### src/rtl/npu_pkg.sv
// rtl/npu_pkg.sv - shared modes and arithmetic helpers for the binarised NPU datapath
package npu_pkg;

    typedef enum logic [1:0] {
        MODE_POP  = 2'd0,
        MODE_XNOR = 2'd1,
        MODE_DOT  = 2'd2
    } mode_e;

    function automatic int clog2(input int value);
        int r;
        r = 0;
        while ((1 << r) < value) r++;
        return r;
    endfunction

    // Returns {overflow, a + b clamped to 2^width - 1}.
    function automatic logic [64:0] sat_add(input logic [63:0] a, input logic [63:0] b,
                                            input int width);
        logic [64:0] sum;
        logic [64:0] max;
        sum = {1'b0, a} + {1'b0, b};
        max = (65'd1 << width) - 65'd1;
        if (sum > max) return {1'b1, max[63:0]};
        return {1'b0, sum[63:0]};
    endfunction

endpackage

### src/rtl/popcount_tree.sv
// rtl/popcount_tree.sv - combinational recursive popcount, W bits to clog2(W+1) bits
module popcount_tree import npu_pkg::*; #(
    parameter int W = 15
) (
    input  logic [W-1:0]          bits,
    output logic [clog2(W+1)-1:0] count
);

    // Leaves are half/full adder cells; larger widths split and add the halves.
    generate
        if (W == 1) begin : g_wire
            assign count = bits;
        end else if (W == 2) begin : g_ha
            assign count = {bits[1] & bits[0], bits[1] ^ bits[0]};
        end else if (W == 3) begin : g_fa
            assign count = {(bits[0] & bits[1]) | (bits[2] & (bits[0] ^ bits[1])), ^bits};
        end else begin : g_split
            localparam int LO = W / 2;
            localparam int HI = W - LO;
            localparam int CW = clog2(W + 1);
            logic [clog2(LO+1)-1:0] cnt_lo;
            logic [clog2(HI+1)-1:0] cnt_hi;

            popcount_tree #(.W(LO)) u_lo (.bits(bits[LO-1:0]), .count(cnt_lo));
            popcount_tree #(.W(HI)) u_hi (.bits(bits[W-1:LO]), .count(cnt_hi));

            assign count = CW'(cnt_lo) + CW'(cnt_hi);
        end
    endgenerate

endmodule

### src/rtl/popcount_accum.sv
// rtl/popcount_accum.sv - pipelined per-frame popcount/XNOR/dot accumulator with valid/ready result
module popcount_accum import npu_pkg::*; #(
    parameter int IN_W  = 15,
    parameter int ACC_W = 16
) (
    input  logic             clk,
    input  logic             rst_n,
    input  logic             in_valid,
    output logic             in_ready,
    input  logic [IN_W-1:0]  in_a,
    input  logic [IN_W-1:0]  in_b,
    input  logic             in_last,
    input  logic [1:0]       mode,
    output logic             out_valid,
    input  logic             out_ready,
    output logic [ACC_W-1:0] out_result,
    output logic             out_sat
);

    localparam int CNT_W = clog2(IN_W + 1);

    logic             advance;
    logic             accept;
    logic             in_frame;
    mode_e            in_mode;
    mode_e            frame_mode;
    mode_e            beat_mode;
    logic [IN_W-1:0]  vec;
    logic [CNT_W-1:0] beat_cnt;

    logic             s1_valid;
    logic             s1_last;
    logic [CNT_W-1:0] s1_cnt;
    mode_e            s1_mode;

    logic [ACC_W-1:0] acc;
    logic [ACC_W-1:0] bits;
    logic             sat;
    logic [64:0]      acc_add;
    logic [64:0]      bits_add;
    logic [ACC_W-1:0] acc_sum;
    logic [ACC_W-1:0] bits_sum;
    logic             sat_sum;
    logic [ACC_W+1:0] dot;
    logic [2:0]       dot_top;
    logic             dot_ovf;
    logic [ACC_W-1:0] res;
    logic             res_sat;
    logic             unused_hi;

    logic             s2_valid;
    logic [ACC_W-1:0] s2_result;
    logic             s2_sat;

    // The whole pipeline freezes only while a result waits to be taken.
    assign in_ready = !(out_valid && !out_ready);
    assign advance  = in_ready;
    assign accept   = in_valid && in_ready;

    always_comb begin
        in_mode = MODE_POP;
        if (mode == MODE_XNOR) in_mode = MODE_XNOR;
        else if (mode == MODE_DOT) in_mode = MODE_DOT;
        beat_mode = in_frame ? frame_mode : in_mode;
        vec = (beat_mode == MODE_POP) ? in_a : ~(in_a ^ in_b);
    end

    popcount_tree #(.W(IN_W)) u_tree (.bits(vec), .count(beat_cnt));

    always_ff @(posedge clk) begin
        if (!rst_n) begin
            in_frame   <= 1'b0;
            frame_mode <= MODE_POP;
        end else if (accept) begin
            in_frame <= !in_last;
            if (!in_frame) frame_mode <= in_mode;
        end
    end

    always_ff @(posedge clk) begin
        if (!rst_n) begin
            s1_valid <= 1'b0;
            s1_last  <= 1'b0;
            s1_cnt   <= '0;
            s1_mode  <= MODE_POP;
        end else if (advance) begin
            s1_valid <= in_valid;
            s1_last  <= in_last;
            s1_cnt   <= beat_cnt;
            s1_mode  <= beat_mode;
        end
    end

    always_comb begin
        acc_add   = sat_add(64'(acc), 64'(s1_cnt), ACC_W);
        bits_add  = sat_add(64'(bits), 64'(IN_W), ACC_W);
        acc_sum   = acc_add[ACC_W-1:0];
        bits_sum  = bits_add[ACC_W-1:0];
        sat_sum   = sat | acc_add[64] | bits_add[64];
        dot       = {1'b0, acc_sum, 1'b0} - {2'b00, bits_sum};
        // Two guard bits: the top three must agree for the value to fit ACC_W signed.
        dot_top   = dot[ACC_W+1:ACC_W-1];
        dot_ovf   = (dot_top != 3'b000) && (dot_top != 3'b111);
        res       = (s1_mode == MODE_DOT) ? dot[ACC_W-1:0] : acc_sum;
        res_sat   = sat_sum | ((s1_mode == MODE_DOT) && dot_ovf);
        unused_hi = ^{acc_add[63:ACC_W], bits_add[63:ACC_W]};
    end

    always_ff @(posedge clk) begin
        if (!rst_n) begin
            acc       <= '0;
            bits      <= '0;
            sat       <= 1'b0;
            s2_valid  <= 1'b0;
            s2_result <= '0;
            s2_sat    <= 1'b0;
        end else if (advance) begin
            s2_valid <= s1_valid && s1_last;
            if (s1_valid) begin
                if (s1_last) begin
                    acc       <= '0;
                    bits      <= '0;
                    sat       <= 1'b0;
                    s2_result <= res;
                    s2_sat    <= res_sat;
                end else begin
                    acc  <= acc_sum;
                    bits <= bits_sum;
                    sat  <= sat_sum;
                end
            end
        end
    end

    always_ff @(posedge clk) begin
        if (!rst_n) begin
            out_valid  <= 1'b0;
            out_result <= '0;
            out_sat    <= 1'b0;
        end else if (advance && s2_valid) begin
            out_valid  <= 1'b1;
            out_result <= s2_result;
            out_sat    <= s2_sat;
        end else if (out_ready) begin
            out_valid <= 1'b0;
        end
    end

endmodule

### config.mk
export PLATFORM = sky130hd
export DESIGN_NAME = popcount_accum
export DESIGN_NICKNAME = d
export VERILOG_FILES = /design/src/rtl/npu_pkg.sv /design/src/rtl/popcount_tree.sv /design/src/rtl/popcount_accum.sv
export SDC_FILE = /design/constraint.sdc
export NUM_CORES = 1
export LEC_CHECK = 0
export BUFFER_PORTS_ARGS = -buffer_cell sky130_fd_sc_hd__buf_2
export CAP_MARGIN = 20
export CORE_ASPECT_RATIO = 1.5
export CORE_MARGIN = 2
export CORE_UTILIZATION = 55
export CTS_CLUSTER_DIAMETER = 100
export DETAILED_ROUTE_END_ITERATION = 16
export PLACE_DENSITY = 0.73
export SLEW_MARGIN = 20
export SYNTH_ARGS = -nofsm -noshare
export SYNTH_HDL_FRONTEND = slang
export SYNTH_HIERARCHICAL = 1
export SYNTH_SLANG_ARGS = --single-unit
### constraint.sdc
create_clock -name clk -period 5.4 [get_ports clk]
set_clock_uncertainty 0.05 [all_clocks]
set_input_delay 0.81 -clock clk [delete_from_list [all_inputs] [get_ports clk]]
set_output_delay 0.81 -clock clk [all_outputs]
set_load 0.1 [all_outputs]
== Word-level counts from Yosys, hierarchy flattened ==
Index checks and enable logic that the tools add are counted.

* Bitwise gates (word level): 22
* Mux-type cells: 16
* Add/sub/neg operators: 9
* Equality and inequality tests: 4
* Reductions and logical operators: 15
* $lt $le $gt $ge: 2

{| class="wikitable"
|+ Operators by type and width
! kind !! number
|-
| $mux 65 || 4
|-
| $mux 16 || 3
|-
| $gt 17x16->1 const B || 2
|-
| $sub 17x16->18 || 1
|-
| $add 16x4->17 || 1
|-
| $add 16x4->17 const B || 1
|-
| $mux 15 || 1
|-
| $not 15->15 || 1
|-
| $xor 15x15->15 || 1
|-
| $add 2x2->3 || 3
|-
| $and 1x1->1 || 8
|-
| $xor 1x1->1 || 7
|-
| $logic_and 1x1->1 || 6
|-
| $mux 2 || 3
|-
| $mux 1 || 5
|-
| $add 3x3->4 || 1
|-
| $add 3x4->4 || 1
|-
| $eq 2x2->1 const B || 2
|-
| $or 1x1->1 || 4
|-
| $add 2x3->3 || 1
|-
| $logic_not 1->1 || 3
|-
| $ne 3x3->1 const B || 1
|-
| $reduce_and 3->1 || 1
|-
| $reduce_bool 3->1 || 1
|-
| 6 further kinds || 6
|}

* Register bits after elaboration: 80
* Bits of input ports: 37
* Logic and storage cells: 83
* Output and inout port bits: 19

== Logic depth before layout (Yosys ltp) ==
Gate-level depths: netlist (run 1).

* Word-level depth: 11
* Depth in mapped cells: 21
* Depth with buffers taken out: 19

== By module ==
The synthesis (run 1) kept the hierarchy.

{| class="wikitable"
|+ Modules (own cells, without submodules)
! module !! cells each !! area each (µm²) !! sequential area each (µm²) !! instances
|-
| popcount_accum || 671 || 5286.3 || 1601.5 || 1
|-
| popcount_tree at u_tree.g_split.u_hi.g_split.u_hi ... || 7 || 51.3 || 0.0 || 3
|-
| popcount_tree at u_tree.g_split.u_hi || 12 || 95.1 || 0.0 || 1
|-
| popcount_tree at u_tree || 8 || 91.3 || 0.0 || 1
|-
| popcount_tree at u_tree.g_split.u_hi.g_split.u_hi.g_split.u_hi ... || 1 || 12.5 || 0.0 || 6
|-
| popcount_tree at u_tree.g_split.u_lo || 7 || 56.3 || 0.0 || 1
|-
| popcount_tree at u_tree.g_split.u_lo.g_split.u_lo || 1 || 20.0 || 0.0 || 1
|}

== Worst setup path before layout (run 1) ==
No wires, ideal clock.

* Kind: register -> register
* From: register bits[0]
* To: register s2_sat
* Arrival: 4.661 ns
* Buffers on the path: 2
* Setup time: 0.103 ns
* Clock period less this slack: 4.815 ns
* Stages on the path, launching flop included: 22
* Data required time: 5.247 ns
* Setup slack: 0.585 ns
* Path through: dfxtp_1 -> inv_1 -> ha_1 -> or3b_1 -> buf_2 -> and2_4 -> buf_6 -> xnor2_1 -> o22a_1 -> nor4_1 -> nor2_1 -> o21a_1 -> ha_1 -> a2111oi_0 -> nor3_1 -> a31oi_1 -> o21ai_0 -> o31a_2 -> or2_1 -> a311o_1 -> mux2i_1 -> a2111oi_2

* Word-level cells in the longest chain between the ends: 9
* Elaborated cells on any way between the ends: 11
* Those cells by class: add/sub: 2; order compare: 1; eq/ne: 1; mux: 2; bitwise: 2; reduce/logical: 3

{| class="wikitable"
|+ Ends and longest elaborated chain
! element !! RTL line !! RTL
|-
| start, declared || popcount_accum.sv:37 || <nowiki>logic [ACC_W-1:0] bits;</nowiki>
|-
| start signal, assigned || popcount_accum.sv:128 || <nowiki>bits <= bits_sum;</nowiki>
|-
| $add 16x4->17 * || npu_pkg.sv:22 || <nowiki>sum = {1'b0, a} + {1'b0, b};</nowiki>
|-
| $gt 17x16->1 || npu_pkg.sv:24 || <nowiki>if (sum > max) return {1'b1, max[63:0]};</nowiki>
|-
| $mux 1 || npu_pkg.sv:24 ||
|-
| $mux 65 * || npu_pkg.sv:25 || <nowiki>return {1'b0, sum[63:0]};</nowiki>
|-
| $sub 17x16->18 || popcount_accum.sv:100 || <nowiki>dot = {1'b0, acc_sum, 1'b0} - {2'b00, bits_sum};</nowiki>
|-
| $ne 3x3->1 or $reduce_bool 3->1 (tied branches) || popcount_accum.sv:103 || <nowiki>dot_ovf = (dot_top != 3'b000) && (dot_top != 3'b111);</nowiki>
|-
| $logic_and 1x1->1 || popcount_accum.sv:103 ||
|-
| $logic_and 1x1->1 || popcount_accum.sv:105 || <nowiki>res_sat = sat_sum | ((s1_mode == MODE_DOT) && dot_ovf);</nowiki>
|-
| $or 1x1->1 * || popcount_accum.sv:105 ||
|-
| end signal, assigned || popcount_accum.sv:125 || <nowiki>s2_sat <= res_sat;</nowiki>
|-
| end, declared || popcount_accum.sv:53 || <nowiki>logic s2_sat;</nowiki>
|}

Every way passes the cells marked *; elsewhere a longest branch is shown, timed or not.
A chain may end at the register's enable or synchronous reset.

== Worst setup path in the final report (run 1) ==
Ends and elaborated chain as after synthesis.

==> qor.csv, run 1 <==
metric,value,unit
synth_flop_cell,dfxtp_1,
ys_types,76,
grt_start_max_net_pins,81,
synthTopCellsByArea,"dfxtp_1 (28%), ha_1 (7.6%), nand2_1 (7.1%)",
ant_nets,0,
path_clk_slew,70,ps
drt_wl_total,15400,microns
cts-root-buf,clkbuf_16,
slew_headroom,32.7,%
die_x,87.7,microns
max-vdd-ir-drop,0.208,mV
fp-row-count,45,
worst_slew_pin_slew,1010,ps
initial_core_util,56.7,%
period_minus_slack,5070,ps
multi_input_area,3880,sq um
ys_seq_area_share,27.7,%
area_growth,12.5,%
cts_made_buffers,9,
synth_edf_count,0,
grt_antenna_before_repair,0,
die_y,130,microns
core_area,10200,sq um
fin_nets,846,
drc,0,
grt_overflow_total,0,
die_area,11400,sq um
detail_route.wl_per_cell,16.9,microns
cts_htree_levels,3,
maxSlewViolCount,0,
gp_congestion,0.916,
p_per_area,327,nW/um^2
drt_iter0_markers,318,
yosys_register_bits,80,
rr_worst_depth,18,
grt_pass1_vias,5206,
async_flop_share,0,%
via_per_inst,5.89,
end_kind,flop,
setup_tns,0,ps
io_buffers,55,
crit_fanout,8,
ff_latch_area,1600,sq um
cap_violations,0,
avgSynthCellArea,7.96,sq um
max_freq,0.197,GHz
worstSetupEndpoint,s2_sat,
worst-r2r-setup-slack,330,ps
r2r-start,bits[0],
antennaDiodeCount,0,
io_pins,56,
synth-warning-count,6,
critPathKind,flop to flop,
drive_above_1_share,14.3,%
syn_inst,726,
synth_top_area_share,27.7,%
hold_path.class,flop to flop,
track_usage,28.1,%
synth_largest_area_cell,dfxtp_1,
status,completed,
setup_viol,0,
cts.sinks,80,
min_period_over_period,93.9,%
dr.pass1.iters,5,
fin_cells,911,
syn-num-nets,807,
grt_pass1_wl,24900,microns
rsz0062_at_grt,false,
power,2.12,mW
timing.rr.end,s2_sat,
place_inst,895,
cts_max_path_buffers,2,
hold_viol,0,
crit_required,5590,ps
cts_setup_buffers,0,
yosysMostFrequentCell,nand2_1,
cts_tree,done,
clk_latency,350,ps
cp.arrival,5260,ps
n_fill_cell,903,
synth_common_cells,"nand2_1 (109), dfxtp_1 (80), nor2_1 (58)",
p_leak,2.81,nW
vias,5367,
critPathLaunch,bits[0],
crit_path_start_kind,flop,
dp_hpwl,11500,microns
synth_area,5780,sq um
==> cell families (layout without fill, tap and decap cells) <==
family / after synthesis / in the layout / synth area share (%)
multiplexers: 8 / 8 / 1.45
buffers and inverters: 75 / 119 / 5.22
AND/OR/NAND/NOR: 292 / 292 / 24.8
flip-flops: 80 / 80 / 27.7
adder cells (fa/ha/maj): 44 / 44 / 10.7
XOR/XNOR: 43 / 43 / 6.52
AO/OA/AOI/OAI: 184 / 184 / 23.6
==> worst min path at each step <==
stage / to / cells after the start / slack [ps] / start
after floorplan: out_result[10] / 2 / 390 / s2_result[10]
after global placement: out_result[15] / 2 / 400 / out_result[15]
after detailed placement: out_result[10] / 2 / 410 / out_result[10]
after CTS: out_result[10] / 2 / 410 / out_result[10]
after global routing: out_result[11] / 2 / 440 / out_result[11]
final: out_result[6] / 2 / 410 / out_result[6]
==> flip-flops by register name, indices dropped and copies added (netlist names), 2 cells and up <==
register / cells
acc: 16
bits: 16
frame_mode: 2
out_result: 16
s1_cnt: 4
s1_mode: 2
s2_result: 16
==> cell type report <==
type                       instances  share of cell area, %
clock buffer                       9                   3.47
multi-input combinational        571                   59.7
sequential                        80                   24.6
timing repair buffer              69                   5.85
inverter                          34                   1.96
tap                              141                   2.71
clock inverter                     7                   1.64
==> per-layer routing <==
layer / share of wire (%) / global-route usage, %
met1: 41 / 30.6
met2: 50 / 50.6
met3: 4.1 / 4.71
met4: 5.0 / 15.3
met5: 0 / 0
==> where the power goes <==
group          switching [mW]  leakage (nW)  internal (mW)  total (mW)
logic                   0.439          2.00          0.357       0.796
registers              0.0228         0.649          0.618       0.641
clock network           0.272         0.163          0.415       0.687
==> cell usage in the layout, fill, tap and decap left out, drive strengths merged, types with 7 or more instances in the layout <==
master,Yosys,routed
nand3,18,18
dfxtp,80,80
a21boi,29,29
o211a,8,8
inv,34,39
nor2,58,58
o21ai,31,31
ha,35,35
xor2,27,27
and2,11,11
o211ai,7,7
or3,8,8
fa,9,9
and3,8,8
nor2b,33,33
nor3,10,10
clkbuf,31,9
nand2,109,109
a22oi,17,17
buf,10,69
nand2b,7,7
a21oi,31,31
xnor2,16,16
a31oi,8,8
==> critical path, cell delays in order (launching register included) <==
cell       delay (ps)
dfxtp_1           370
inv_1             100
ha_1              160
or3b_1            470
and2_4            250
o211ai_2          170
a32oi_2           100
o41ai_4           570
nor3b_1           120
ha_1              370
nor3_1            290
nor3b_1           140
a31oi_1           170
o21ai_0           130
o31a_2            340
or2_1             290
a311o_1           400
mux2i_1           170
a2111oi_2         300
==> stage by stage <==
stage / hold slack [ps] / worst slack, ps / area, sq um / util (%)
6_report: 409 / 332 / 6500 / 63.8
4_1_cts: 415 / 320 / 6490 / 63.7
3_5_place_dp: 405 / 343 / 6160 / 60.5
2_1_floorplan: 388 / 585 / 5780 / -
5_1_grt: 436 / 3.07 / 6500 / 63.8
3_3_place_gp: 399 / 485 / 6160 / 60.5
==> repair_timing <==
item | 4_1_cts | 5_1_grt
hold endpoints to repair | 0 | 0
hold buffers | 0 | 0
resized for setup | 0 | 2
endpoints found under the setup margin | 0 | 2
(Power assumes the default switching activity.)
==> run 2, diff against run 1 <==
- PLACE_DENSITY: 0.73 -> 0.75
- SKIP_LAST_GASP: not set -> 1
==> run 2 against run 1 <==
Effect of this change:
- clock power up 0.6%
- maximum frequency up 0.80%
- global-route usage down 0.50 points
- highest routed layer unchanged
- wire length down 0.70%
- largest cell class unchanged
- via count down 0.80%
==> qor.csv, run 2 (synthesis results as in run 1) <==
metric,value,unit,change
io_buffers,55,,unchanged
power,2.15,mW,+1.2%
min_period_over_period,93.1,%,-0.74 points
pwr-share-comb,38.1,%,+0.6 points
end_kind,flop,,
gp_congestion,0.943,,+2.9%
die_x,87.7,microns,unchanged
switching_share,34.8,%,+0.22 points
cts_max_path_buffers,2,,unchanged
cts_tree,done,,
grt_start_max_net_pins,62,,-23%
cts_htree_levels,3,,unchanged
drive_above_1_share,14.8,%,+0.50 points
cts_made_buffers,9,,unchanged
hold_start,out_result[5],,
crit_fanout,8,,unchanged
dp_hpwl,11500,microns,about the same
p_per_area,329,nW/um^2,+0.74%
crit_path_start_kind,flop,,
die_y,130,microns,unchanged
fin_nets,847,,+0.12%
slew_headroom,49.4,%,+17 points
critPathKind,flop to flop,,
r2r-start,bits[0],,
hold_buffers,0,,unchanged
fp-row-count,45,,unchanged
drc,0,,unchanged
worst-r2r-setup-slack,370,ps,+40 ps
max_freq,0.199,GHz,+0.80%
power_frac_seq,29.8,%,-0.4 points
setup_viol,0,,unchanged
whs,409,ps,-0.555 ps
drt_wl_total,15300,microns,-0.70%
antennaDiodeCount,0,,unchanged
status,completed,,
track_usage,27.6,%,-0.50 points
vias,5324,,-0.80%
core_area,10200,sq um,unchanged
grt_pass1_vias,5179,,-0.52%
critPathLaunch,bits[0],,
io_pins,56,,unchanged
final_util,64.1,%,+0.32 points
rr_worst_depth,19,,+1
power.internal,1.40,mW,+0.90%
max-vdd-ir-drop,0.164,mV,-21%
dr.pass1.iters,5,,unchanged
cts-root-buf,clkbuf_16,,
final_cell_mix,"nand2_1 (109), dfxtp_1 (80), nor2_1 (58), buf_2 (55)",,
period_minus_slack,5030,ps,-40.1 ps
detail_route.wl_per_cell,16.7,microns,-0.81%
n_fill_cell,883,,-2.2%
ant_nets,0,,unchanged
p_leak,2.82,nW,+0.38%
layout_commonest_cell,nand2_1,,
cp.arrival,5230,ps,-30 ps
whs_path_depth,2,,unchanged
drt_iter0_markers,321,,+0.94%
pwr-share-clk,32.2,%,about the same
via_per_inst,5.84,,-0.91%
path_clk_slew,70,ps,about the same
hold_end,out_result[5],,
initial_core_util,56.7,%,unchanged
maxSlewViolCount,0,,unchanged
cap_violations,0,,unchanged
grt_antenna_before_repair,0,,unchanged
crit_required,5600,ps,about the same
timing.rr.end,s2_sat,,
clk_latency,350,ps,about the same
hold_path.class,flop to flop,,
area_growth,13.0,%,
grt_overflow_total,0,,unchanged
switchingPower,0.748,mW,+1.9%
hold_viol,0,,unchanged
grt_pass1_wl,24600,microns,-1.1%
cts.sinks,80,,unchanged
worst_slew_pin_slew,756,ps,-252 ps
die_area,11400,sq um,unchanged
[run 2: worst max-delay path by stage]
| stage | to | slack [ps] |
|---|---|---|
| 6_report | s2_sat | 370 |
| 5_1_grt | s2_sat | -1 |
| 4_1_cts | s2_sat | 150 |
| 3_5_place_dp | s2_sat | 190 |
| 3_3_place_gp | s2_sat | 320 |
| 2_1_floorplan | s2_sat | 590 |
[run 2: per-layer routing]
metal	global-route usage [%]	share of wire (%)
met1	30.4	39
met2	50.0	51
met3	4.33	5.1
met4	14.2	4.1
met5	0	0
[run 2: power groups by stage]
stage | combinational (mW) | sequential (mW) | clock [mW]
after global placement | 0.761 | 0.652 | 0
after detailed placement | 0.799 | 0.653 | 0
after global routing | 0.919 | 0.643 | 0.727
after floorplan | 0.621 | 0.645 | 0
final | 0.818 | 0.641 | 0.691
after CTS | 0.809 | 0.640 | 0.702
[run 2: timing repair]
| item | 4_1_cts | 5_1_grt |
|---|---|---|
| resized for setup | 0 | 6 |
| buffers inserted | 0 | 1 |
| endpoints found under the setup margin | 0 | 4 |
| hold endpoints to repair | 0 | 0 |
[run 2: final cells by class]
class | instances | area, sq um | share of cell area (%)
repair buffers | 70 | 388 | 5.94
multi-input cells | 571 | 3900 | 59.8
clock inverters | 7 | 109 | 1.67
clock buffers | 9 | 225 | 3.45
flip-flops and latches | 80 | 1600 | 24.5
inverters | 34 | 128 | 1.95
well taps | 141 | 176 | 2.70
[run 2: stage by stage]
step,instances,worst slack (ps),TNS [ps],instance area [sq um]
detailed placement,895,189,0,6160
floorplan,726,585,0,5780
global placement,895,317,0,6160
CTS,911,151,0,6490
global route,912,-1.06,-1.06,6530
finish,912,372,0,6530
[run 2: worst max-delay path, stage by stage (launching register included)]
cell       delay, ps
dfxtp_1          370
inv_1            100
ha_2             250
or3b_4           440
and2_4           210
xnor2_1          130
o22a_1           230
nor4_1           270
nor2_1           120
o21a_1           140
ha_1             350
a2111oi_2        360
nor3_1           120
a31oi_1          160
o21ai_0          130
o31a_2           340
or2_1            300
a311o_1          400
mux2i_1          170
a2111oi_2        290
==> run 3, diff against run 2 <==
- BUFFER_PORTS_ARGS: -buffer_cell sky130_fd_sc_hd__buf_2 -> not set
- DONT_BUFFER_PORTS: not set -> 1
- PLACE_DENSITY: 0.75 -> 0.7
==> run 3 against run 2 <==
Effect of this change:
- first-iteration DRC count fell by 8.7%
- worst hold slack improved by 12 ps
- clock power about the same
- wire length shrank 2.1%
- total power fell by 1.1%
- flip-flop and latch count unchanged
- combinational power down 2.8%
- critical path type unchanged
- critical endpoint unchanged
- highest routed layer unchanged
==> qor.csv, run 3 (synthesis results as in run 1) <==
metric,value,unit,change
cts_htree_levels,3,,unchanged
drt_iter0_markers,293,,-8.7%
cp.buffers_inverters,1,,unchanged
hold_end,s2_result[0],,
crit_fanout,10,,+2
io_pins,56,,unchanged
dpl_cell_area,5880,sq um,-4.6%
hold_start,s2_result[0],,
vias,5169,,-2.9%
grt_pass1_wl,24300,microns,-1.2%
rr_worst_depth,19,,unchanged
dr.pass1.iters,5,,unchanged
maxSlewViolCount,0,,unchanged
cts_made_buffers,9,,unchanged
die_x,87.7,microns,unchanged
via_per_inst,6.03,,+3.3%
timing.rr.end,s2_sat,,
die_y,130,microns,unchanged
setup_viol,0,,unchanged
rsz0062_at_grt,false,,
grt_start_max_net_pins,81,,+31%
drive_above_1_share,8.10,%,-6.7 points
min_period_over_period,92.5,%,-0.58 points
cp.arrival,5200,ps,-30 ps
cts.sinks,80,,unchanged
io_buffers,0,,-100%
critPathKind,flop to flop,,
hold_path.class,flop to flop,,
crit_path_start_kind,flop,,
fin_ws,403,ps,+31.4 ps
slew_headroom,26.7,%,-23 points
crit_required,5600,ps,about the same
dp_slack,262,ps,+72.7 ps
cp_num_cells,19,,unchanged
n_fill_cell,920,,+4.2%
gp_congestion,0.957,,+1.5%
grt_overflow_total,0,,unchanged
fin_nets,792,,-6.5%
die_area,11400,sq um,unchanged
layout_commonest_cell,nand2_1,,
design_area,6250,sq um,-4.3%
antennaDiodeCount,0,,unchanged
cts-root-buf,clkbuf_16,,
hold_buffers,0,,unchanged
core_area,10200,sq um,unchanged
worst_slew_pin_slew,1100,ps,+341 ps
detail_route.wl_per_cell,17.4,microns,+4.2%
slowest_stage,or3b_1,,
worst-r2r-setup-slack,400,ps,+30 ps
fp-row-count,45,,unchanged
p_per_area,340,nW/um^2,+3.4%
final_cell_mix,"nand2_1 (109), dfxtp_1 (80), nor2_1 (57), ha_1 (35), inv_1 (34)",,
cts_max_path_buffers,2,,unchanged
initial_core_util,56.7,%,unchanged
max-vdd-ir-drop,0.157,mV,-3.9%
drc,0,,unchanged
cts_tree,done,,
p_leak,2.58,nW,-8.6%
path_clk_slew,70,ps,about the same
critical_path.top_delay_family,compound AO/OA/AOI/OAI gates,,
hold_viol,0,,unchanged
slowest_delay,450,ps,about the same
grt_antenna_before_repair,0,,unchanged
end_kind,flop,,
path_cells,"inv_1, ha_1, or3b_1, and2_4, xnor2_1, o22a_1, nor4_1, nor2_2, o21a_1, ha_1, a2111oi_2, nor3_1, a31oi_1, o21ai_0, o31a_2, or2_1, a311o_1, mux2i_1, a2111oi_2",,
clk_latency,340,ps,about the same
setup_tns,0,ps,unchanged
status,completed,,
drt_wl_total,14900,microns,-2.1%
period_minus_slack,5000,ps,-31.4 ps
track_usage,27.1,%,-0.45 points
area_growth,8.19,%,
grt_pass1_vias,5085,,-1.8%
dp_hpwl,11300,microns,-1.9%
cap_violations,0,,unchanged
whs_path_depth,2,,unchanged
max_freq,0.200,GHz,+0.63%
ant_nets,0,,unchanged
r2r-start,bits[0],,
critPathLaunch,bits[0],,
==> run 3: cell count changes in the layout (fill, tap and decap cells not counted), sizes merged <==
cell	previous run	this run
buf	70	15
==> run 3: stage by stage <==
step	utilization [%]	hold slack (ps)	power, mW	instances
2_1_floorplan	-	388	1.27	726
3_3_place_gp	57.7	406	1.40	839
3_5_place_dp	57.7	415	1.44	839
4_1_cts	60.9	423	2.12	855
5_1_grt	61.3	451	2.28	857
6_report	61.3	420	2.13	857
==> run 3: cell type report <==
type                            instances  area [sq um]  area share (%)
Clock buffer                            9           225            3.60
Clock inverter                          7           106            1.70
Inverter                               34           128            2.04
Multi-Input combinational cell        571          3900            62.4
Sequential cell                        80          1600            25.6
Tap cell                              141           176            2.82
Timing Repair Buffer                   15           113            1.80
==> run 3: worst reg2reg max path: stages, from the launching register on <==
cell and delay, ps:
dfxtp_1 370, inv_1 100, ha_1 160, or3b_1 450
and2_4 240, xnor2_1 130, o22a_1 230, nor4_1 340
nor2_2 160, o21a_1 150, ha_1 350, a2111oi_2 320
nor3_1 110, a31oi_1 150, o21ai_0 140, o31a_2 340
or2_1 290, a311o_1 390, mux2i_1 160, a2111oi_2 290
==> run 3: per-layer routing <==
layer / up-vias / wire (microns) / GRT usage, %
met5: - / 0 / 0
met3: 41 / 757 / 5.16
met2: 176 / 7620 / 48.8
li1: 2513 / - / -
met4: 0 / 573 / 14.5
met1: 2439 / 5980 / 29.4
==> run 3: what timing repair did <==
action	CTS	global route
endpoints found under the setup margin	0	3
resized for setup	0	5
setup buffers	0	2
==> run 3: worst max-delay path by stage <==
stage / to / slack (ps)
3_3_place_gp: s2_sat / 400
6_report: s2_sat / 400
2_1_floorplan: s2_sat / 590
3_5_place_dp: s2_sat / 260
5_1_grt: s2_sat / 30
4_1_cts: s2_sat / 240
==> run 3: power breakdown <==
group | internal [mW] | switching (mW) | leakage (nW)
logic | 0.359 | 0.435 | 1.77
clock network | 0.415 | 0.274 | 0.163
registers | 0.618 | 0.0248 | 0.649
total | 1.39 | 0.734 | 2.58
